### src/rtl/dpram_port_arbiter_pkg.sv
// dpram_port_arbiter_pkg
// Shared types for the BRAM port arbiter: the controller state encoding,
// the one-bit requester index and a helper that turns an index into a
// one-hot grant vector.
package dpram_port_arbiter_pkg;

    // CLEAR initialises the memory after reset; ARB serves the requesters.
    typedef enum logic {
        ST_CLEAR = 1'b0,
        ST_ARB   = 1'b1
    } arb_state_e;

    // Identifies one of the two requesters.
    typedef logic grant_idx_t;

    // Requester 1 counts as the last winner out of reset, so requester 0
    // wins the first tie.
    localparam grant_idx_t LAST_GRANT_RESET = 1'b1;

    function automatic logic [1:0] idx_to_onehot(input grant_idx_t idx);
        return idx ? 2'b10 : 2'b01;
    endfunction

endpackage

### src/rtl/dpram_port_arbiter_rr_arbiter2.sv
// rr_arbiter2
// Two-way round-robin arbiter. A lone requester always wins. When both
// request, the one that did not win last time is granted.
// Ports:
//   clk, rst_n         clock and asynchronous active-low reset
//   valid_0, valid_1   request lines (already masked by the caller)
//   grant              one-hot grant, combinational from the inputs
module rr_arbiter2
    import dpram_port_arbiter_pkg::*;
(
    input  logic       clk,
    input  logic       rst_n,
    input  logic       valid_0,
    input  logic       valid_1,
    output logic [1:0] grant
);

    grant_idx_t last_grant_q;
    grant_idx_t last_grant_d;
    grant_idx_t winner;

    // Choose a winner. Remember it only when a grant actually happens, so
    // idle cycles leave the fairness pointer unchanged.
    always_comb begin
        winner       = 1'b0;
        grant        = 2'b00;
        last_grant_d = last_grant_q;
        if (valid_0 && valid_1) begin
            winner = ~last_grant_q;
        end else if (valid_1) begin
            winner = 1'b1;
        end
        if (valid_0 || valid_1) begin
            grant        = idx_to_onehot(winner);
            last_grant_d = winner;
        end
    end

    always_ff @(posedge clk or negedge rst_n) begin
        if (!rst_n) begin
            last_grant_q <= LAST_GRANT_RESET;
        end else begin
            last_grant_q <= last_grant_d;
        end
    end

endmodule

### src/rtl/dpram_port_arbiter.sv
// dpram_port_arbiter
// Shares one synchronous BRAM port between two requesters. After every
// reset, the block writes CLEAR_VALUE to every address. It then serves the
// requesters round-robin with a valid/ready handshake. A read accepted in
// cycle T returns its data with rsp_valid_n in cycle T+1.
// Ports:
//   clk, rst_n                       clock, asynchronous active-low reset
//   req_valid/we/add/data_{0,1}      request channel per requester
//   req_ready_{0,1}                  request accepted this cycle
//   rsp_valid_{0,1}, rsp_data        read response (data shared)
//   busy                             clear sequence in progress
//   mem_we, mem_add, mem_data_w      drive the BRAM port
//   mem_data_r                       registered read data from the BRAM
module dpram_port_arbiter
    import dpram_port_arbiter_pkg::*;
#(
    parameter int                    data_width    = 8,
    parameter int                    address_width = 7,
    parameter logic [data_width-1:0] CLEAR_VALUE   = '0
) (
    input  logic                     clk,
    input  logic                     rst_n,
    input  logic                     req_valid_0,
    input  logic                     req_valid_1,
    input  logic                     req_we_0,
    input  logic                     req_we_1,
    input  logic [address_width-1:0] req_add_0,
    input  logic [address_width-1:0] req_add_1,
    input  logic [data_width-1:0]    req_data_0,
    input  logic [data_width-1:0]    req_data_1,
    output logic                     req_ready_0,
    output logic                     req_ready_1,
    output logic                     rsp_valid_0,
    output logic                     rsp_valid_1,
    output logic [data_width-1:0]    rsp_data,
    output logic                     busy,
    output logic                     mem_we,
    output logic [address_width-1:0] mem_add,
    output logic [data_width-1:0]    mem_data_w,
    input  logic [data_width-1:0]    mem_data_r
);

    arb_state_e               state_q, state_d;
    logic [address_width:0]   clear_addr_q, clear_addr_d;
    logic [address_width-1:0] mem_add_q, mem_add_d;
    logic                     rsp_valid_0_q, rsp_valid_0_d;
    logic                     rsp_valid_1_q, rsp_valid_1_d;
    logic                     arb_valid_0, arb_valid_1;
    logic [1:0]               grant;

    // Requests are masked during clear. This keeps them pending without
    // moving the fairness pointer.
    assign arb_valid_0 = req_valid_0 && (state_q == ST_ARB);
    assign arb_valid_1 = req_valid_1 && (state_q == ST_ARB);

    rr_arbiter2 u_rr_arbiter2 (
        .clk     (clk),
        .rst_n   (rst_n),
        .valid_0 (arb_valid_0),
        .valid_1 (arb_valid_1),
        .grant   (grant)
    );

    // Port mux and next-state logic. When nothing is granted in ARB, the
    // address holds its previous value, so the BRAM address bus stays quiet.
    always_comb begin
        state_d       = state_q;
        clear_addr_d  = clear_addr_q;
        mem_we        = 1'b0;
        mem_add       = mem_add_q;
        mem_data_w    = '0;
        req_ready_0   = 1'b0;
        req_ready_1   = 1'b0;
        rsp_valid_0_d = 1'b0;
        rsp_valid_1_d = 1'b0;
        case (state_q)
            ST_CLEAR: begin
                mem_we       = 1'b1;
                mem_add      = clear_addr_q[address_width-1:0];
                mem_data_w   = CLEAR_VALUE;
                clear_addr_d = clear_addr_q + 1'b1;
                if (&clear_addr_q[address_width-1:0]) begin
                    state_d = ST_ARB;
                end
            end
            ST_ARB: begin
                if (grant[0]) begin
                    req_ready_0   = 1'b1;
                    mem_we        = req_we_0;
                    mem_add       = req_add_0;
                    mem_data_w    = req_data_0;
                    rsp_valid_0_d = ~req_we_0;
                end else if (grant[1]) begin
                    req_ready_1   = 1'b1;
                    mem_we        = req_we_1;
                    mem_add       = req_add_1;
                    mem_data_w    = req_data_1;
                    rsp_valid_1_d = ~req_we_1;
                end
            end
            default: state_d = ST_CLEAR;
        endcase
        mem_add_d = mem_add;
    end

    always_ff @(posedge clk or negedge rst_n) begin
        if (!rst_n) begin
            state_q       <= ST_CLEAR;
            clear_addr_q  <= '0;
            mem_add_q     <= '0;
            rsp_valid_0_q <= 1'b0;
            rsp_valid_1_q <= 1'b0;
        end else begin
            state_q       <= state_d;
            clear_addr_q  <= clear_addr_d;
            mem_add_q     <= mem_add_d;
            rsp_valid_0_q <= rsp_valid_0_d;
            rsp_valid_1_q <= rsp_valid_1_d;
        end
    end

    assign busy        = (state_q == ST_CLEAR);
    assign rsp_valid_0 = rsp_valid_0_q;
    assign rsp_valid_1 = rsp_valid_1_q;
    // The BRAM output register already aligns with the response flags.
    assign rsp_data    = mem_data_r;

endmodule

### config.mk
export PLATFORM = sky130hd
export DESIGN_NAME = dpram_port_arbiter
export DESIGN_NICKNAME = d
export VERILOG_FILES = /design/src/rtl/dpram_port_arbiter_pkg.sv /design/src/rtl/dpram_port_arbiter_rr_arbiter2.sv /design/src/rtl/dpram_port_arbiter.sv
export SDC_FILE = /design/constraint.sdc
export NUM_CORES = 1
export LEC_CHECK = 0
export ABC_AREA = 1
export BUFFER_PORTS_ARGS = -buffer_cell sky130_fd_sc_hd__buf_2
export CAP_MARGIN = 20
export CORE_UTILIZATION = 38
export CTS_BUF_LIST = sky130_fd_sc_hd__clkbuf_16
export DETAILED_ROUTE_END_ITERATION = 6
export PLACE_DENSITY_LB_ADDON = 0.08
export SLEW_MARGIN = 20
export SYNTH_ARGS = -nofsm -noshare
export SYNTH_HDL_FRONTEND = slang
export SYNTH_SLANG_ARGS = --single-unit
### constraint.sdc
create_clock -name clk -period 1.1 [get_ports clk]
set_input_delay 0.11 -clock clk [delete_from_list [all_inputs] [get_ports clk]]
set_output_delay 0.11 -clock clk [all_outputs]
set_load 0.02 [all_outputs]
==> impl_metrics.tcl <==
set metrics [dict create \
    yosysWarningCount 0 \
    dieArea_sq_um 3300 \
    netlist_instances 148 \
    ys_seq_elements 18 \
    arrival_ns 1.54 \
    io_pins 73 \
    drc 2 \
    first_iter_violations 55 \
    clock_latency_ns 0.25 \
    whs_ns 0.0418 \
    first_pass_iters 6 \
    final_util_pct 80.7 \
    antenna_found_initial 0 \
    placed_area_sq_um 1670 \
    async_flop_share_pct 100 \
    synth_top_cell_by_area "dfrtp_1" \
    cts_tree "yes" \
    crit_path_start_kind "register" \
    violations "DRC, setup timing" \
    clock-sinks 18 \
    syn_to_final_growth_pct 95.6 \
    clk_pin_slew_worst_paths_ns 0.06 \
    crit_path_max_fanout 5 \
    max_slew_margin_pct 70.9 \
    synth_edf_count 0 \
    die_w_um 57.4 \
    maxCapViolCount 0 \
    wl_per_cell_um 14.6 \
    total_power_uw 1530 \
    numCtsBuffers 3 \
    tightest_slew_ns 0.437 \
    p_per_area_nw_per_um2 671 \
    netlist_area_sq_um 1170 \
    finalSetupViolations 34 \
    clock_path_buffers 2 \
    status "finished, violations left" \
    rsz0062_at_grt "yes" \
    grt_use_total_pct 22.3 \
    synth_area_leaders "dfrtp_1 (36%), nand3_1 (9.0%), nand2_1 (8.7%)" \
    h-tree-depth 1 \
    synth_nets 193 \
    synthDominantCellAreaShare_pct 36.4 \
    synth_common_cells "nand2_1 (27), inv_1 (24), nand3_1 (21)" \
    finClkSkew_ns 0.00326 \
    coreArea_sq_um 2830 \
    synth_cell_types 24 \
    ant_nets 0 \
    seqCellArea_sq_um 453 \
    r2r-start "u_rr_arbiter2.last_grant_q" \
    endpoint_kind "primary output" \
    final_nets 276 \
    fill_cells 175 \
    period_share_pct 150 \
    yosysSeqAreaShare_pct 38.7 \
    yosysMostFrequentCell "nand2_1" \
    p_leak_uw 0.00121 \
    hold_violations 0 \
    grt-ovfl-total 0 \
    syn_avg_cell_area_sq_um 7.89 \
    finalCriticalPeriod_ns 1.65 \
    critPathKind "register to primary output" \
    worstPathRequired_ns 0.99 \
    hold_path.class "input pin to register" \
    drive_above_1_share_pct 65.2 \
    rows 19 \
    grt_pass1_wl_um 5540 \
    fin_ws_ns -0.551 \
    final_area_sq_um 2280 \
    gp_congestion 0.860 \
    die_y_um 57.4 \
    drt_wl_total_um 3810 \
    multiInputGateArea_sq_um 803 \
    worstSetupStartpoint "state_q" \
    dpl.hpwl_um 2340 \
    maxClockFrequency_mhz 606 \
    n_antenna_cell 0 \
    vias 1315 \
    min-delay-start "req_we_1" \
    grt_pass1_vias 1264 \
    avgViaCountPerCell 5.04 \
    grt_max_degree 19 \
    synthFlopType "dfrtp_1" \
    cts_root_buf "clkbuf_16" \
    start_util_pct 41.3 \
    ir_worst_vdd_mv 0.682 \
    io_buffers 56 \
    slew_violations 0 \
]
## power breakdown
part / leakage (uW) / switching [uW] / total (uW) / internal (uW)
Combinational: 0.000949 / 60.0 / 115 / 55.4
Clock: 0.0000385 / 269 / 754 / 484
Sequential: 0.000222 / 0 / 663 / 663
## critical path, stage by stage (launching register included)
cell and delay [ns]:
dfrtp_2 0.45, nand2_2 0.08, inv_4 0.11, buf_4 0.15, nand3_2 0.08, nand2_2 0.08
inv_2 0.04, a21oi_4 0.15, buf_6 0.13
## what timing repair did
item	in CTS	in global routing
resized for setup	45	58
cloned	2	2
pin swaps	8	15
buffers inserted	4	12
endpoints found under the setup margin	35	34
hold buffers	1	0
endpoints found under the hold margin	17	0
## cells by family (layout without fill, tap and decap cells)
| group | count (synthesis) | count (layout) | share of synthesized area [%] |
|---|---|---|---|
| fa+ha+maj | 1 | 1 | 1.07 |
| buf+inv | 40 | 121 | 17.8 |
| simple gates | 65 | 66 | 26.0 |
| flops | 18 | 18 | 38.7 |
| xor+xnor | 6 | 6 | 4.50 |
| compound gates | 18 | 18 | 11.9 |
## stage by stage
| stage | instances | setup WS (ns) | TNS (ns) |
|---|---|---|---|
| after global placement | 240 | -0.290 | -6.27 |
| after global routing | 261 | -0.621 | -13.28 |
| after floorplan | 148 | -0.201 | -3.43 |
| after detailed placement | 240 | -0.321 | -7.00 |
| after CTS | 251 | -0.548 | -11.29 |
| final | 261 | -0.551 | -11.66 |
## state kept, by name, indices dropped and copies added, names as in the netlist
signal,flops
mem_add_q,7
clear_addr_q,7
state_q,1
rsp_valid_0,1
rsp_valid_1,1
u_rr_arbiter2.last_grant_q,1
## cell usage in the layout (no fill, tap or decap), types with 5 or more instances in the layout
cell type  count
buf_6         28
a22o_4         8
inv_1         18
nand2_2       10
a21oi_4        6
nand3_1       13
buf_2         37
nand3_2        6
buf_4         17
nand2_1       16
nor2_1         7
inv_2          5
dfrtp_1       16
nand2_4        6
## final timing paths
path	end	slack (ns)	cells past startpoint
max	mem_add[5]	-0.55	8
min	rsp_valid_1	0.04	2
max reg2reg	mem_add_q[5]	-0.33	7
min reg2reg	clear_addr_q[5]	0.53	1
max in group asynchronous	u_rr_arbiter2.last_grant_q	0.44	2
min in group asynchronous	mem_add_q[6]	0.32	2
## cell type report
cell class | count | share of cell area, %
inverter | 28 | 6.14
tap | 31 | 1.70
timing repair buffer | 88 | 33.0
clock buffer | 3 | 3.29
timing repair inverter | 1 | 0.712
clock inverter | 1 | 0.164
multi-input combinational | 91 | 35.2
sequential | 18 | 19.8
## routing by layer
metal	part of all wire [%]	wire [um]	vias to the layer above	global-route usage, %
li1	-	-	628	-
met1	40	1520	622	25.7
met2	51	1950	54	37.4
met3	6.8	259	11	6.35
met4	2.1	80	0	11.5
met5	0	0	-	0
Power figures use the tool's default switching activity.
